==> src/rtl/mem_port_arbiter_pkg.sv <==
`timescale 1ns/1ps
`default_nettype none
// +----------------------------------------------------------------------+
// | mem_port_arbiter_pkg                                                 |
// | Shared state encoding and owner codes for the memory port arbiter.   |
// | Revision: 1.0                                                        |
// +----------------------------------------------------------------------+
package mem_port_arbiter_pkg;

  typedef enum logic [1:0] {
    ST_IDLE  = 2'd0,
    ST_ISSUE = 2'd1,
    ST_WAIT  = 2'd2,
    ST_DONE  = 2'd3
  } state_t;

  localparam logic OWNER_CORE = 1'b0;
  localparam logic OWNER_EXT  = 1'b1;

endpackage : mem_port_arbiter_pkg
`default_nettype wire

==> src/rtl/mem_port_arbiter.sv <==
`timescale 1ns/1ps
`default_nettype none
// +----------------------------------------------------------------------+
// | mem_port_arbiter                                                     |
// | Serialises core and external-port accesses onto one memory port.    |
// | Revision: 1.0                                                        |
// +----------------------------------------------------------------------+
module mem_port_arbiter
  import mem_port_arbiter_pkg::*;
#(
  parameter int ADDR_W     = 16,
  parameter int DATA_W     = 16,
  parameter int MEM_LAT    = 1,
  parameter int STARVE_MAX = 4
) (
  input  logic              CLK,
  input  logic              reset,
  input  logic              core_req,
  input  logic              core_we,
  input  logic [ADDR_W-1:0] core_addr,
  input  logic [DATA_W-1:0] core_wdata,
  output logic              core_ack,
  output logic [DATA_W-1:0] core_rdata,
  input  logic              ext_req,
  input  logic              ext_we,
  input  logic [ADDR_W-1:0] ext_addr,
  input  logic [DATA_W-1:0] ext_wdata,
  output logic              ext_ack,
  output logic [DATA_W-1:0] ext_rdata,
  output logic              mem_en,
  output logic              mem_we,
  output logic [ADDR_W-1:0] mem_addr,
  output logic [DATA_W-1:0] mem_wdata,
  input  logic [DATA_W-1:0] mem_rdata,
  output logic              busy,
  output logic              owner
);

  localparam logic [3:0] STARVE_LIM = 4'(STARVE_MAX);
  localparam logic [2:0] WAIT_INIT  = 3'(MEM_LAT - 1);

  state_t              state_q, state_d;
  logic                owner_q, owner_d;
  logic                we_q, we_d;
  logic [ADDR_W-1:0]   addr_q, addr_d;
  logic [DATA_W-1:0]   wdata_q, wdata_d;
  logic [3:0]          starve_q, starve_d;
  logic [2:0]          wait_q, wait_d;
  logic [DATA_W-1:0]   core_rdata_q, core_rdata_d;
  logic [DATA_W-1:0]   ext_rdata_q, ext_rdata_d;
  logic                grant_ext;

  // Core has priority until it has starved a waiting ext request STARVE_MAX times.
  assign grant_ext = ext_req && (!core_req || (starve_q == STARVE_LIM));

  always_comb begin
    state_d      = state_q;
    owner_d      = owner_q;
    we_d         = we_q;
    addr_d       = addr_q;
    wdata_d      = wdata_q;
    starve_d     = starve_q;
    wait_d       = wait_q;
    core_rdata_d = core_rdata_q;
    ext_rdata_d  = ext_rdata_q;
    case (state_q)
      ST_IDLE: begin
        if (core_req || ext_req) begin
          state_d = ST_ISSUE;
          if (grant_ext) begin
            owner_d  = OWNER_EXT;
            we_d     = ext_we;
            addr_d   = ext_addr;
            wdata_d  = ext_wdata;
            starve_d = 4'd0;
          end else begin
            owner_d  = OWNER_CORE;
            we_d     = core_we;
            addr_d   = core_addr;
            wdata_d  = core_wdata;
            if (!ext_req)
              starve_d = 4'd0;
            else if (starve_q != STARVE_LIM)
              starve_d = starve_q + 4'd1;
          end
        end
      end
      ST_ISSUE: begin
        state_d = ST_WAIT;
        wait_d  = WAIT_INIT;
      end
      ST_WAIT: begin
        if (wait_q == 3'd0) begin
          state_d = ST_DONE;
          if (!we_q) begin
            if (owner_q == OWNER_EXT) ext_rdata_d = mem_rdata;
            else                      core_rdata_d = mem_rdata;
          end
        end else begin
          wait_d = wait_q - 3'd1;
        end
      end
      ST_DONE:  state_d = ST_IDLE;
      default:  state_d = ST_IDLE;
    endcase
  end

  always_ff @(posedge CLK or posedge reset) begin
    if (reset) begin
      state_q      <= ST_IDLE;
      owner_q      <= OWNER_CORE;
      we_q         <= 1'b0;
      addr_q       <= '0;
      wdata_q      <= '0;
      starve_q     <= 4'd0;
      wait_q       <= 3'd0;
      core_rdata_q <= '0;
      ext_rdata_q  <= '0;
    end else begin
      state_q      <= state_d;
      owner_q      <= owner_d;
      we_q         <= we_d;
      addr_q       <= addr_d;
      wdata_q      <= wdata_d;
      starve_q     <= starve_d;
      wait_q       <= wait_d;
      core_rdata_q <= core_rdata_d;
      ext_rdata_q  <= ext_rdata_d;
    end
  end

  // Memory-side fields come straight from the grant latches, so they hold between accesses.
  assign mem_en     = (state_q == ST_ISSUE);
  assign mem_we     = we_q;
  assign mem_addr   = addr_q;
  assign mem_wdata  = wdata_q;
  assign busy       = (state_q != ST_IDLE);
  assign owner      = owner_q;
  assign core_ack   = (state_q == ST_DONE) && (owner_q == OWNER_CORE);
  assign ext_ack    = (state_q == ST_DONE) && (owner_q == OWNER_EXT);
  assign core_rdata = core_rdata_q;
  assign ext_rdata  = ext_rdata_q;

endmodule : mem_port_arbiter
`default_nettype wire

==> config.mk <==
export PLATFORM = sky130hd
export DESIGN_NAME = mem_port_arbiter
export DESIGN_NICKNAME = d
export VERILOG_FILES = /design/src/rtl/mem_port_arbiter_pkg.sv /design/src/rtl/mem_port_arbiter.sv
export SDC_FILE = /design/constraint.sdc
export NUM_CORES = 1
export LEC_CHECK = 0
export CORE_UTILIZATION = 39
export CTS_BUF_LIST = sky130_fd_sc_hd__clkbuf_2 sky130_fd_sc_hd__clkbuf_4 sky130_fd_sc_hd__clkbuf_8
export CTS_CLUSTER_DIAMETER = 120
export CTS_CLUSTER_SIZE = 14
export DETAILED_ROUTE_END_ITERATION = 10
export PLACE_DENSITY = 0.89
export SLEW_MARGIN = 15
export SYNTH_ARGS = -nofsm -noshare
export SYNTH_HDL_FRONTEND = slang
export SYNTH_SLANG_ARGS = --single-unit
==> constraint.sdc <==
create_clock -name CLK -period 2.4 [get_ports CLK]
set_input_delay 0.36 -clock CLK [delete_from_list [all_inputs] [get_ports CLK]]
set_output_delay 0.36 -clock CLK [all_outputs]
set_load 0.05 [all_outputs]
Word level (Yosys, flattened, before mapping):

Cells that the tools add are included.

* register bits after elaboration: 75
* output and inout bits: 70
* logic and storage cells: 50

* add/sub/neg operators: 2
* equal/unequal tests: 9
* multiplexer cells: 12
* bitwise gates (word level): 2
* reductions and logical operators: 16

Operators with widths (number)
* 16-bit two-way mux: 2
* 4-bit two-way mux: 3
* 2-bit one-hot mux with 4 select lines: 1
* 4-bit AND reduction: 2
* 2-bit != test, second input constant: 3
* 3-bit one-hot mux with 2 select lines: 1
* 2-bit AND reduction: 3
* 4-bit by 1-bit adder with 4-bit output, second input constant: 1
* 2-bit equality test, second input constant: 2
* 4-bit by 3-bit equality test with 1-bit output, second input constant: 1
* 2-bit two-way mux: 2
* 4-bit by 3-bit != test with 1-bit output, second input constant: 1
* 2-bit nonzero test: 2
* 1-bit logical AND: 3
* 3-bit logical NOT: 1
* 3-bit two-way mux: 1
* 3-bit by 1-bit != test with 1-bit output, second input constant: 1
* 3-bit AND reduction: 1
* 3-bit by 1-bit subtractor with 3-bit output, second input constant: 1
* 2-bit by 1-bit equality test with 1-bit output, second input constant: 1
* 2-bit logical NOT: 1
* 1-bit logical OR: 2
* 1-bit two-way mux: 2
* 1-bit inverter: 2
* 1-bit logical NOT: 1

Logic depth before layout (Yosys ltp):

* depth after elaboration: 5
* mapped depth: 7
* depth with buffers taken out: 6

Least setup slack after synthesis:

Ideal clock, no wire load.

* path type: register to register
* start point: register wait_q[0]
* end point: register core_rdata_q[0], in the netlist core_rdata[0]
* setup time: 0.125 ns
* data arrival time: 1.579 ns
* required time: 2.275 ns
* slack: 0.696 ns
* cell stages (with the launch flop): 8
* buffers on the path: 2
* cell sequence: dfrtp_1 -> inv_1 -> ha_1 -> ha_1 -> and4bb_1 -> buf_6 -> buf_12 -> mux2_4

* cells in the longest elaborated chain, start to end: 2

RTL lines
* from (decl): RTL line mem_port_arbiter.sv:48 `logic [2:0] wait_q, wait_d;`
* from (signal assigned): RTL line mem_port_arbiter.sv:126 `wait_q <= wait_d;`
* 3-bit logical NOT: RTL line mem_port_arbiter.sv:93 `if (wait_q == 3'd0) begin`
* 4-bit AND reduction (no source line)
* to (signal assigned): RTL line mem_port_arbiter.sv:127 `core_rdata_q <= core_rdata_d;`
* to (decl): RTL line mem_port_arbiter.sv:49 `logic [DATA_W-1:0] core_rdata_q, core_rdata_d;`

No other way between the ends.
A chain may end at the register's enable or synchronous reset.

Worst setup path after layout:

* start point: register state_q[1]
* end point: output mem_en

* cells in the longest elaborated chain, start to end: 1

RTL lines
* from (decl): RTL line mem_port_arbiter.sv:42 `state_t state_q, state_d;`
* from (signal assigned): RTL line mem_port_arbiter.sv:120 `state_q <= state_d;`
* 2-bit by 1-bit equality test with 1-bit output: RTL line mem_port_arbiter.sv:133 `assign mem_en = (state_q == ST_ISSUE);`
* to (decl): RTL line mem_port_arbiter.sv:30 `output logic mem_en,`

No other way between the ends.

==> results.rst <==
.. list-table::
   :header-rows: 1

   * - Metric
     - Value
   * - Die Area
     - 0.00947 mm^2
   * - Starting DRT DRC Count
     - 89
   * - Sw power
     - 0.00396 W
   * - Number of placement rows
     - 34
   * - Power density over cell area
     - 1510 mW/mm^2
   * - Most common cell after layout, fill and taps aside
     - sky130_fd_sc_hd__clkdlybuf4s50_1
   * - Clock root buffer master
     - sky130_fd_sc_hd__clkbuf_8
   * - Horizontal die dimension
     - 97.3 um
   * - Hold/Removal Path Class
     - in -> async
   * - Count of pins over their slew limit
     - 0
   * - Mapped Area
     - 0.00354 mm^2
   * - Clock network power share
     - 12.0%
   * - Post-route fraction of the period consumed by the critical path
     - 93.1%
   * - Unique cell type count in the Yosys netlist
     - 37
   * - Slew headroom
     - 60.5%
   * - Detail-routed via count per cell
     - 5.35
   * - CP arrival
     - 1.88 ns
   * - Worst slack on hold paths
     - 0.410 ns
   * - Static leakage
     - 2.27 nW
   * - Startpoint Class
     - flop
   * - Number of standard cells in the final layout excluding fillers
     - 592
   * - Part of the power in registers
     - 27.1%
   * - Detailed Place HPWL
     - 7.59 mm
   * - Final global-route overflow total
     - 0
   * - Kind of end point of the critical path
     - primary output
   * - Via count of the first global-routing pass
     - 3300
   * - Share of layout cells above drive strength 1
     - 14.9%
   * - Total area of multi-input combinational cells
     - 0.00148 mm^2
   * - Clk slew on worst S/H paths
     - 0.07 ns
   * - Unrepaired setup endpoints after global routing
     - false
   * - Area used by sequential logic in the layout
     - 0.00188 mm^2
   * - Floorplan die height
     - 97.3 um
   * - DRC violation count after routing
     - 0
   * - Critical Setup Path Class
     - reg -> out
   * - IO Count
     - 156
   * - Avg Synthesized Cell Area
     - 11.0 um^2
   * - Setup TNS after final layout
     - 0 ns
   * - Most used cells in the layout excluding fill and tap cells
     - sky130_fd_sc_hd__clkdlybuf4s50_1 (154), sky130_fd_sc_hd__dfrtp_1 (75), sky130_fd_sc_hd__nand2_1 (68)
   * - Placer congestion estimate
     - 0.826
   * - First-pass GRT wire length
     - 16.3 mm
   * - Sequential cell area fraction in the yosys report
     - 53.0%
   * - I/O Buffers
     - 155
   * - Clk_skew
     - 0.00424 ns
   * - Clock net sink count
     - 75
   * - Slowest cell on the critical path
     - sky130_fd_sc_hd__clkdlybuf4s50_1
   * - Critical path data required time
     - 2.04 ns
   * - GRT Total Usage
     - 21.7%
   * - CTS Hold Bufs
     - 0
   * - Layout-stage area growth over the synthesis result
     - 53.3%
   * - Max Clock Freq
     - 447 MHz
   * - Starting Density
     - 40.4%
   * - Number of buffers and inverters on the critical path
     - 2
   * - Cell family with most CP delay
     - buffers and inverters
   * - CTS H-Tree Depth
     - 3
   * - Worst path cell trace
     - inv_1 > ha_1 > clkdlybuf4s50_1
   * - Cells taking the most area after synthesis
     - sky130_fd_sc_hd__dfrtp_1 (53%), sky130_fd_sc_hd__nand2_1 (7.2%), sky130_fd_sc_hd__o211ai_1 (7.0%)
   * - Initial DRT Pass Iterations
     - 4
   * - TritonCTS clock tree
     - yes
   * - Net count of the mapped netlist
     - 417
   * - Count of cells resized by post-cts repair
     - 0
   * - Worst voltage drop across the vdd grid
     - 0.000644 V
   * - Int Pwr
     - 0.00426 W
   * - Number of synthesized register bits
     - 75
   * - Area share of the largest cell type after synthesis
     - 53.0%
   * - Stages on the worst setup path
     - 3
   * - Switching Share
     - 48.2%
   * - Maximum count of clock buffers along a single path
     - 2
   * - Number of instances in the synthesized netlist
     - 323
   * - Measured slew at the worst slew-check pin
     - 0.591 ns
   * - Total number of vias
     - 3165
   * - Wire per inst
     - 17.0 um
   * - Detailed-route wire length
     - 10.0 mm
   * - Non-Filler Cell Area, Final
     - 0.00543 mm^2
   * - Post-synthesis cell type with the largest combined area
     - sky130_fd_sc_hd__dfrtp_1
   * - Maximum number of pins on one net before global-route repair
     - 34
   * - TritonCTS buffer count
     - 9
   * - Largest fanout of any net on the critical path
     - 4
   * - Setup violation total in the final timing report
     - 0
   * - Cell Area, Placed
     - 0.00523 mm^2
   * - Min Tclk post-route
     - 2.24 ns
   * - Final net count
     - 574
   * - Syn. warnings
     - 0
   * - Number of antenna diodes
     - 0
   * - Area of the core
     - 0.00876 mm^2
   * - Max-cap violations
     - 0
   * - Logic depth of the worst register-to-register path
     - 6
   * - Crit path largest cell delay
     - 0.82 ns
   * - Number of hold violations in the final report
     - 0
   * - Logic gate share of total power
     - 60.9%
   * - Number of cells in the design after placement
     - 577
   * - Routed Antenna Nets
     - 0
   * - Number of antenna violations at the first check in global routing
     - 1
   * - Fill cell instance count of the final layout
     - 725
   * - Skew-Pair Late Insertion Delay
     - 0.33 ns
   * - Result of the run
     - finished, final reports clean
   * - Post-CTS setup buffers
     - 0
power by group through the flow:
stage,Combinational (W),Clock [W],Sequential [W]
floorplan,0.00151,0,0.00409
global placement,0.00490,0,0.00220
detailed placement,0.00503,0,0.00225
CTS,0.00504,0.00101,0.00223
global route,0.00526,0.00106,0.00229
finish,0.00501,0.000987,0.00222
kinds of logic after synthesis:
group,synth area share (%)
fa+ha+maj,2.83
mux,11.6
compound gates,10.3
simple gates,16.9
flops,53.0
buf+inv,5.44
final cells by class:
class | count | share of cell area, %
Tap cell | 108 | 2.49
Clock inverter | 2 | 0.645
Sequential cell | 75 | 34.6
Inverter | 12 | 0.853
Timing Repair Buffer | 172 | 31.1
Clock buffer | 13 | 3.07
Multi-Input combinational cell | 210 | 27.3
sequential cells by signal, summed over array words and instances (netlist names):
| register | flops |
|---|---|
| core_rdata | 16 |
| ext_rdata | 16 |
| mem_addr | 16 |
| mem_wdata | 16 |
| mem_we | 1 |
| owner | 1 |
| starve_q | 4 |
| state_q | 2 |
| wait_q | 3 |
final timing paths:
| path | startpoint | to | slack (ns) |
|---|---|---|---|
| worst max-delay path | state_q[1]$_DFFE_PP0P_ | mem_en | 0.16 |
| worst min-delay path | reset | core_rdata[14]$_DFFE_PP0P_ | 0.41 |
| worst max register to register | wait_q[1]$_DFFE_PP0P_ | core_rdata[12]$_DFFE_PP0P_ | 0.42 |
| worst min register to register | wait_q[0]$_DFFE_PP0P_ | wait_q[0]$_DFFE_PP0P_ | 0.47 |
| max in group asynchronous | reset | ext_rdata[2]$_DFFE_PP0P_ | 1.40 |
| min in group CLK | wait_q[0]$_DFFE_PP0P_ | wait_q[0]$_DFFE_PP0P_ | 0.47 |
layer usage:
layer	vias to the layer above	share of wire, %	global-route usage, %
li1	1464	-	-
met1	1549	39	25.3
met4	0	1.5	6.67
met5	-	0	0
met3	16	6.8	5.47
met2	136	53	39.2
metrics by stage:
step | total power, W | setup slack [ns] | utilization, %
finish | 0.00822 | 0.165 | 62.0
global route | 0.00862 | 0.102 | 62.0
CTS | 0.00828 | 0.142 | 62.0
detailed placement | 0.00727 | 0.397 | 59.7
global placement | 0.00710 | 0.464 | 59.7
floorplan | 0.00559 | 0.130 | -
cell usage after synthesis, drive strengths merged:
cell type	instances
buf	18
o211ai	33
and3b	1
nor4b	1
a32o	1
a31o	1
o22a	1
nand3	1
nand4b	2
ha	8
nor3b	1
dfrtp	75
inv	12
o21ai	4
and2b	1
a21o	1
nand2	68
clkbuf	8
mux2	33
o21a	1
a21oi	3
o2bb2ai	1
o31ai	2
and2	2
nor2b	1
and4bb	1
nor4	1
nor2	7
a211o	1
nand4	33
(Power assumes the default switching activity.)
